## src/rtl/tinker_regfile_scoreboard.sv

```systemverilog
// rtl/tinker_regfile_scoreboard.sv - register file with writeback bypass and pending-write scoreboard
module tinker_regfile_scoreboard #(
    parameter int XLEN         = 64,
    parameter int NREG         = 32,
    parameter int NRD          = 3,
    parameter int SP_IDX       = 31,
    parameter int SP_INIT      = 524288,
    parameter int MAX_INFLIGHT = 4,
    localparam int AW          = $clog2(NREG),
    localparam int CW          = $clog2(MAX_INFLIGHT + 1)
) (
    input  logic                clk,
    input  logic                reset_n,
    input  logic [NRD*AW-1:0]   rd_addr,
    output logic [NRD*XLEN-1:0] rd_data,
    output logic [NRD-1:0]      rd_ready,
    input  logic                issue_valid,
    input  logic [AW-1:0]       issue_rd,
    output logic                issue_accept,
    input  logic                wb_valid,
    input  logic [AW-1:0]       wb_addr,
    input  logic [XLEN-1:0]     wb_data,
    input  logic                cancel_valid,
    input  logic [AW-1:0]       cancel_rd,
    output logic [XLEN-1:0]     sp_out,
    output logic                sb_err
);

    logic [XLEN-1:0] regs    [NREG];
    logic [CW-1:0]   cnt     [NREG];
    logic [CW-1:0]   cnt_nxt [NREG];
    logic [NREG-1:0] inc_vec;
    logic [NREG-1:0] dw_vec;
    logic [NREG-1:0] dc_vec;
    logic            err_any;

    always_comb begin
        dw_vec = '0;
        dc_vec = '0;
        if (wb_valid)
            dw_vec[wb_addr] = 1'b1;
        if (cancel_valid)
            dc_vec[cancel_rd] = 1'b1;
    end

    // A release in the same cycle frees a slot, so a full counter can still accept.
    assign issue_accept = !(cnt[issue_rd] == CW'(MAX_INFLIGHT) &&
                            !dw_vec[issue_rd] && !dc_vec[issue_rd]);

    always_comb begin
        inc_vec = '0;
        if (issue_valid && issue_accept)
            inc_vec[issue_rd] = 1'b1;
    end

    always_comb begin
        logic [CW+1:0] sum;
        sum     = '0;
        err_any = 1'b0;
        for (int r = 0; r < NREG; r++) begin
            sum = {2'b00, cnt[r]}
                + {{(CW+1){1'b0}}, inc_vec[r]}
                - {{(CW+1){1'b0}}, dw_vec[r]}
                - {{(CW+1){1'b0}}, dc_vec[r]};
            cnt_nxt[r] = sum[CW+1] ? '0 : sum[CW-1:0];
            if (cnt[r] == '0 && (dw_vec[r] || dc_vec[r]))
                err_any = 1'b1;
        end
    end

    always_ff @(posedge clk or negedge reset_n) begin
        if (!reset_n) begin
            for (int r = 0; r < NREG; r++) begin
                regs[r] <= (r == SP_IDX) ? XLEN'(SP_INIT) : '0;
                cnt[r]  <= '0;
            end
            sb_err <= 1'b0;
        end else begin
            for (int r = 0; r < NREG; r++)
                cnt[r] <= cnt_nxt[r];
            if (wb_valid)
                regs[wb_addr] <= wb_data;
            if (err_any)
                sb_err <= 1'b1;
        end
    end

    // Readiness subtracts same-cycle releases but ignores a same-cycle issue.
    always_comb begin
        logic [AW-1:0] a;
        logic [CW+1:0] diff;
        a        = '0;
        diff     = '0;
        rd_data  = '0;
        rd_ready = '0;
        for (int i = 0; i < NRD; i++) begin
            a    = rd_addr[i*AW +: AW];
            diff = {2'b00, cnt[a]}
                 - {{(CW+1){1'b0}}, dw_vec[a]}
                 - {{(CW+1){1'b0}}, dc_vec[a]};
            rd_ready[i]             = (diff == '0);
            rd_data[i*XLEN +: XLEN] = (wb_valid && wb_addr == a) ? wb_data : regs[a];
        end
    end

    assign sp_out = regs[SP_IDX];

endmodule
```

## config.mk

```make
export PLATFORM = sky130hd
export DESIGN_NAME = tinker_regfile_scoreboard
export DESIGN_NICKNAME = d
export VERILOG_FILES = /design/src/rtl/tinker_regfile_scoreboard.sv
export SDC_FILE = /design/constraint.sdc
export NUM_CORES = 2
export LEC_CHECK = 0
export BUFFER_PORTS_ARGS = -buffer_cell sky130_fd_sc_hd__buf_2
export CAP_MARGIN = 0
export CORE_MARGIN = 5
export CORE_UTILIZATION = 32
export CTS_CLUSTER_DIAMETER = 200
export CTS_CLUSTER_SIZE = 25
export DETAILED_ROUTE_END_ITERATION = 7
export SKIP_CTS_REPAIR_TIMING = 1
export SYNTH_ARGS = -nofsm -noshare
export SYNTH_HDL_FRONTEND = slang
export SYNTH_SLANG_ARGS = --single-unit
```

## constraint.sdc

```tcl
create_clock -name clk -period 7.1 [get_ports clk]
set_input_delay 1.065 -clock clk [delete_from_list [all_inputs] [get_ports clk]]
set_output_delay 1.065 -clock clk [all_outputs]
set_load 0.05 [all_outputs]
```

**Word level (Yosys, flattened, before mapping)**

Cells that the tools add are included.

- Add/sub/neg operators: 102
- Order comparisons: 15
- Equal/unequal tests: 4
- Multiplexer cells: 116
- Bitwise operators: 5
- Reductions and logical operators: 112

Operators by type and width:

| cell | count |
|---|---|
| 2048-bit bitwise mux | 1 |
| 64-bit binary-select mux with 5-bit select | 3 |
| 64-bit two-way mux | 10 |
| 64-bit demux with 5-bit select | 1 |
| 4-bit by 1-bit subtractor with 5-bit output | 32 |
| 5-bit by 1-bit subtractor with 5-bit output | 32 |
| 3-bit by 1-bit adder with 4-bit output | 32 |
| 3-bit two-way mux | 40 |
| 3-bit zero test | 32 |
| 32-bit two-way mux | 3 |
| 3-bit binary-select mux with 5-bit select | 4 |
| 1-bit two-way mux | 43 |
| 1-bit logical AND | 42 |
| 1-bit binary-select mux with 5-bit select | 8 |
| 5-bit by 6-bit less-than comparator with 1-bit output (second input constant) | 6 |
| 1-bit logical OR | 32 |
| 6-bit >= comparator (second input constant) | 5 |
| 5-bit inverter with 6-bit output | 5 |
| 1-bit demux with 5-bit select | 3 |
| 5-bit equality test | 3 |
| 5-bit by 1-bit >= comparator with 1-bit output (second input constant) | 3 |
| 5-bit zero test | 3 |
| 4-bit by 2-bit subtractor with 5-bit output | 3 |
| 3-bit by 1-bit subtractor with 4-bit output | 3 |
| 3 further kinds | 5 |

- Register bits: 2145
- Input port bits: 99

**Depth between registers and ports, before layout**

- Word-level depth: 39
- Mapped depth: 15
- Gate-level depth less buffers: 12

**Least setup slack after synthesis**

Ideal clock, no wire load.

- Path kind: input to output
- From: input rd_addr[10]
- To: output rd_ready[2]
- Arrival: 4841 ps
- Data required time: 6035 ps
- Path slack: 1194 ps
- Stages: 11
- Cell sequence: clkbuf_1 clkbuf_1 buf_1 mux4_2 mux4_2 mux2i_1 ha_1 ha_1 xnor2_1 or2_2 a21oi_1

- Word-level cells in the longest chain between the ends: 7

RTL lines:

| what | line | source |
|---|---|---|
| start, declared | 14 | `input logic [NRD*AW-1:0] rd_addr,` |
| 5-bit inverter with 6-bit output (implied by the code) | 98 | `diff = {2'b00, cnt[a]}` |
| 3-bit binary-select mux with 5-bit select | 98 |  |
| 3-bit two-way mux (implied by the code) (2 in series) | 98 |  |
| 3-bit by 1-bit subtractor with 4-bit output | 99 | `- {{(CW+1){1'b0}}, dw_vec[a]}` |
| 4-bit by 2-bit subtractor with 5-bit output (*) | 100 | `- {{(CW+1){1'b0}}, dc_vec[a]};` |
| 5-bit zero test (*) | 101 | `rd_ready[i] = (diff == '0);` |
| end, declared | 16 | `output logic [NRD-1:0] rd_ready,` |

Mark *: on every way between the ends. The rest lies on a longest branch, timed or not. The select of a mux whose other input is x is not followed.

**Worst setup path in the final report**

- From: input rd_addr[0]
- To: output rd_ready[0]

The elaborated chain is that of the path after synthesis.

==> results.sh <==
export IMPL_clkSinkCount=2145
export IMPL_setup_worst_path_class="input port to output pin"
export IMPL_dp_hpwl_um=289000
export IMPL_drive_gt1_frac=0.495
export IMPL_die_w_um=664
export IMPL_busiest_layer="met2"
export IMPL_violations="capacitance limit, slew limit"
export IMPL_drc=0
export IMPL_final_core_util=0.344
export IMPL_fin_crit_ns=6.10
export IMPL_drtAntennaViolNets=0
export IMPL_met2_usage=0.362
export IMPL_slew_headroom=-0.00491
export IMPL_synth_nets=9700
export IMPL_io_buffers=359
export IMPL_r2r_slack_ns=3.58
export IMPL_start_util=0.321
export IMPL_num_vias=91300
export IMPL_muxShareOfSynthArea=0.488
export IMPL_yosysWarnings=0
export IMPL_ys_ff_latch=2145
export IMPL_vias_per_cell=6.20
export IMPL_slew_violations=6
export IMPL_clk_latency_ns=0.91
export IMPL_cts_made_buffers=100
export IMPL_synth_compound_area_frac=0.0123
export IMPL_mostFrequentLayoutCells="dfrtp_1 (2,144), mux4_2 (2,012), mux2_2 (1,728), nand2_1 (1,208), buf_2 (343)"
export IMPL_io_pins=360
export IMPL_synth_area_leaders="dfrtp_1 (39%), mux4_2 (33%), mux2_2 (14%)"
export IMPL_core_area_sq_um=426000
export IMPL_grt_overflow_total=0
export IMPL_tritoncts="built"
export IMPL_synth_cells=9400
export IMPL_p_leak_nw=61.0
export IMPL_hold_viol_final=0
export IMPL_synth_area_sq_um=137000
export IMPL_fin_area_sq_um=147000
export IMPL_grt_usage=0.225
export IMPL_peakVddDrop_v=0.000225
export IMPL_synth_adder_area_share=0.0202
export IMPL_drt_pass1_iterations=6
export IMPL_power_density_nw_per_um2=256
export IMPL_synth_edf_count=0
export IMPL_synth_flop_cell="dfrtp_1"
export IMPL_die_h_um=664
export IMPL_antenna_found_initial=46
export IMPL_tns_ns=0
export IMPL_path_clk_slew_ns=0.11
export IMPL_synth_xor_area_frac=0.00243
export IMPL_synth_async_reset_ratio=1.00
export IMPL_worstHoldPathType="input port to asynchronous set/reset pin"
export IMPL_synth_top_cell_area_share=0.392
export IMPL_clockRootBuffer="clkbuf_16"
export IMPL_end_kind="output pin"
export IMPL_cp_max_fo=60
export IMPL_clock_path_buffers=4
export IMPL_r2r_cells=11
export IMPL_placedInstanceArea_sq_um=144000
export IMPL_layout_commonest_cell="dfrtp_1"
export IMPL_yosysUniqueCellTypes=65
export IMPL_row_count=240
export IMPL_worst_slew_pin_slew_ns=1.50
export IMPL_post_drt_wl_per_cell_um=34.4
export IMPL_rsz0062_at_grt="no"
export IMPL_synth_top_family_by_area="multiplexers"
export IMPL_routed_wl_um=506000
export IMPL_min_period_over_period=0.860
export IMPL_fin_nets=9299
export IMPL_r2r_start="cnt[69]"
export IMPL_drt_iter0_drc=10800
export IMPL_status="complete, but fails checks"
export IMPL_grt_pass1_wl_um=727000
export IMPL_first_global_vias=95700
export IMPL_seq_area_frac_synth=0.393
export IMPL_area_growth_pct=7.33
export IMPL_grtUsageMet1=0.290
export IMPL_gp_congestion=0.942
export IMPL_grt_max_degree=178
export IMPL_yosysTopAreaCell="dfrtp_1"
export IMPL_crit_arrival_ns=5.04
export IMPL_grtUsageMet3=0.0485
export IMPL_synth_avg_cell_area_sq_um=14.5
export IMPL_drv_cap=1
export IMPL_htree_levels=3
export IMPL_finClkSkew_ns=0.0336
export IMPL_reg2reg_to="cnt[31]"
export IMPL_cp_required_ns=6.03
export IMPL_start_kind="input port"
export IMPL_dieArea_sq_um=440000
export IMPL_max_freq_mhz=164
export IMPL_synthSimpleGateAreaFrac=0.0480
export IMPL_setup_viol=0
==> layout make-up <==
| type | count | area [sq um] |
|---|---|---|
| Clock buffer | 110 | 2540 |
| Sequential cell | 2145 | 53700 |
| Tap cell | 5687 | 7120 |
| Multi-Input combinational cell | 6027 | 78400 |
| Timing Repair Buffer | 562 | 4270 |
| Clock inverter | 7 | 96.3 |
| Inverter | 163 | 624 |
| Fill cell | 40700 | 280000 |
| Antenna cell | 20 | 50.0 |
==> worst max-delay path: stages <==
cell and delay [ns]:
buf_8 0.48, mux4_2 0.62, mux4_2 0.52, mux2i_1 0.49, ha_1 0.27, xnor2_1 0.09, or2_2 0.28, a21oi_1 0.46
buf_2 0.37
==> where the power goes <==
group | switching (W) | total, W | internal [W] | leakage (nW)
Combinational | 0.00624 | 0.0131 | 0.00688 | 32.4
Sequential | 0.00289 | 0.0176 | 0.0147 | 27.3
Clock | 0.00424 | 0.00685 | 0.00261 | 1.29
Total | 0.0134 | 0.0376 | 0.0242 | 61.0
==> worst max-delay path by stage <==
stage                           start     endpoint  slack, ns  cells past startpoint
after global routing       rd_addr[0]  rd_ready[0]       0.88                      9
after CTS                  rd_addr[0]  rd_ready[0]       1.02                     10
after floorplan           rd_addr[10]  rd_ready[2]       1.19                     11
after detailed placement   rd_addr[0]  rd_ready[0]       1.03                     10
final                      rd_addr[0]  rd_ready[0]        1.0                      9
after global placement     rd_addr[0]  rd_ready[0]       0.99                     10
==> layer usage <==
metal | vias to the layer above | share of wire | wire [um]
li1 | 35400 | - | -
met1 | 49600 | 0.38 | 192000
met2 | 5101 | 0.48 | 241000
met3 | 1202 | 0.086 | 43400
met4 | 14 | 0.058 | 29200
met5 | - | 0.00019 | 94
==> cell usage after synthesis (40+ instances only) <==
master    number
nor4_1        56
clkbuf_1     701
inv_1        163
buf_1        257
mux2i_1      201
nand2b_1      40
dfrtp_1     2144
buf_4         65
ha_1         169
nand2_1     1221
nor2_1        50
mux2_2      1728
mux4_2      2012
and2_1        69
nor3_1        60
o21ai_0      196
==> cells by family (layout without fill, tap and decap cells) <==
family | after synthesis | after routing
simple gates | 1559 | 1559
other cells | 0 | 20
compound gates | 288 | 288
flops | 2145 | 2145
fa+ha+maj | 201 | 201
buf+inv | 1228 | 842
xor+xnor | 38 | 38
mux | 3941 | 3941
==> flip-flops by register name (all words and copies together), names as in the netlist <==
signal	count
sp_out	64
cnt	96
sb_err	1
regs	1984
==> per-stage QoR <==
step / hold slack [ns] / setup WS (ns) / std cells / total power, W
after floorplan: 0.456 / 1.19 / 9400 / 0.0266
after global placement: 0.473 / 0.988 / 14600 / 0.0302
after CTS: 0.227 / 1.02 / 14700 / 0.0377
after detailed placement: 0.482 / 1.03 / 14600 / 0.0309
final: 0.230 / 0.996 / 14700 / 0.0376
after global routing: 0.269 / 0.876 / 14700 / 0.0393
(Power assumes the default switching activity.)
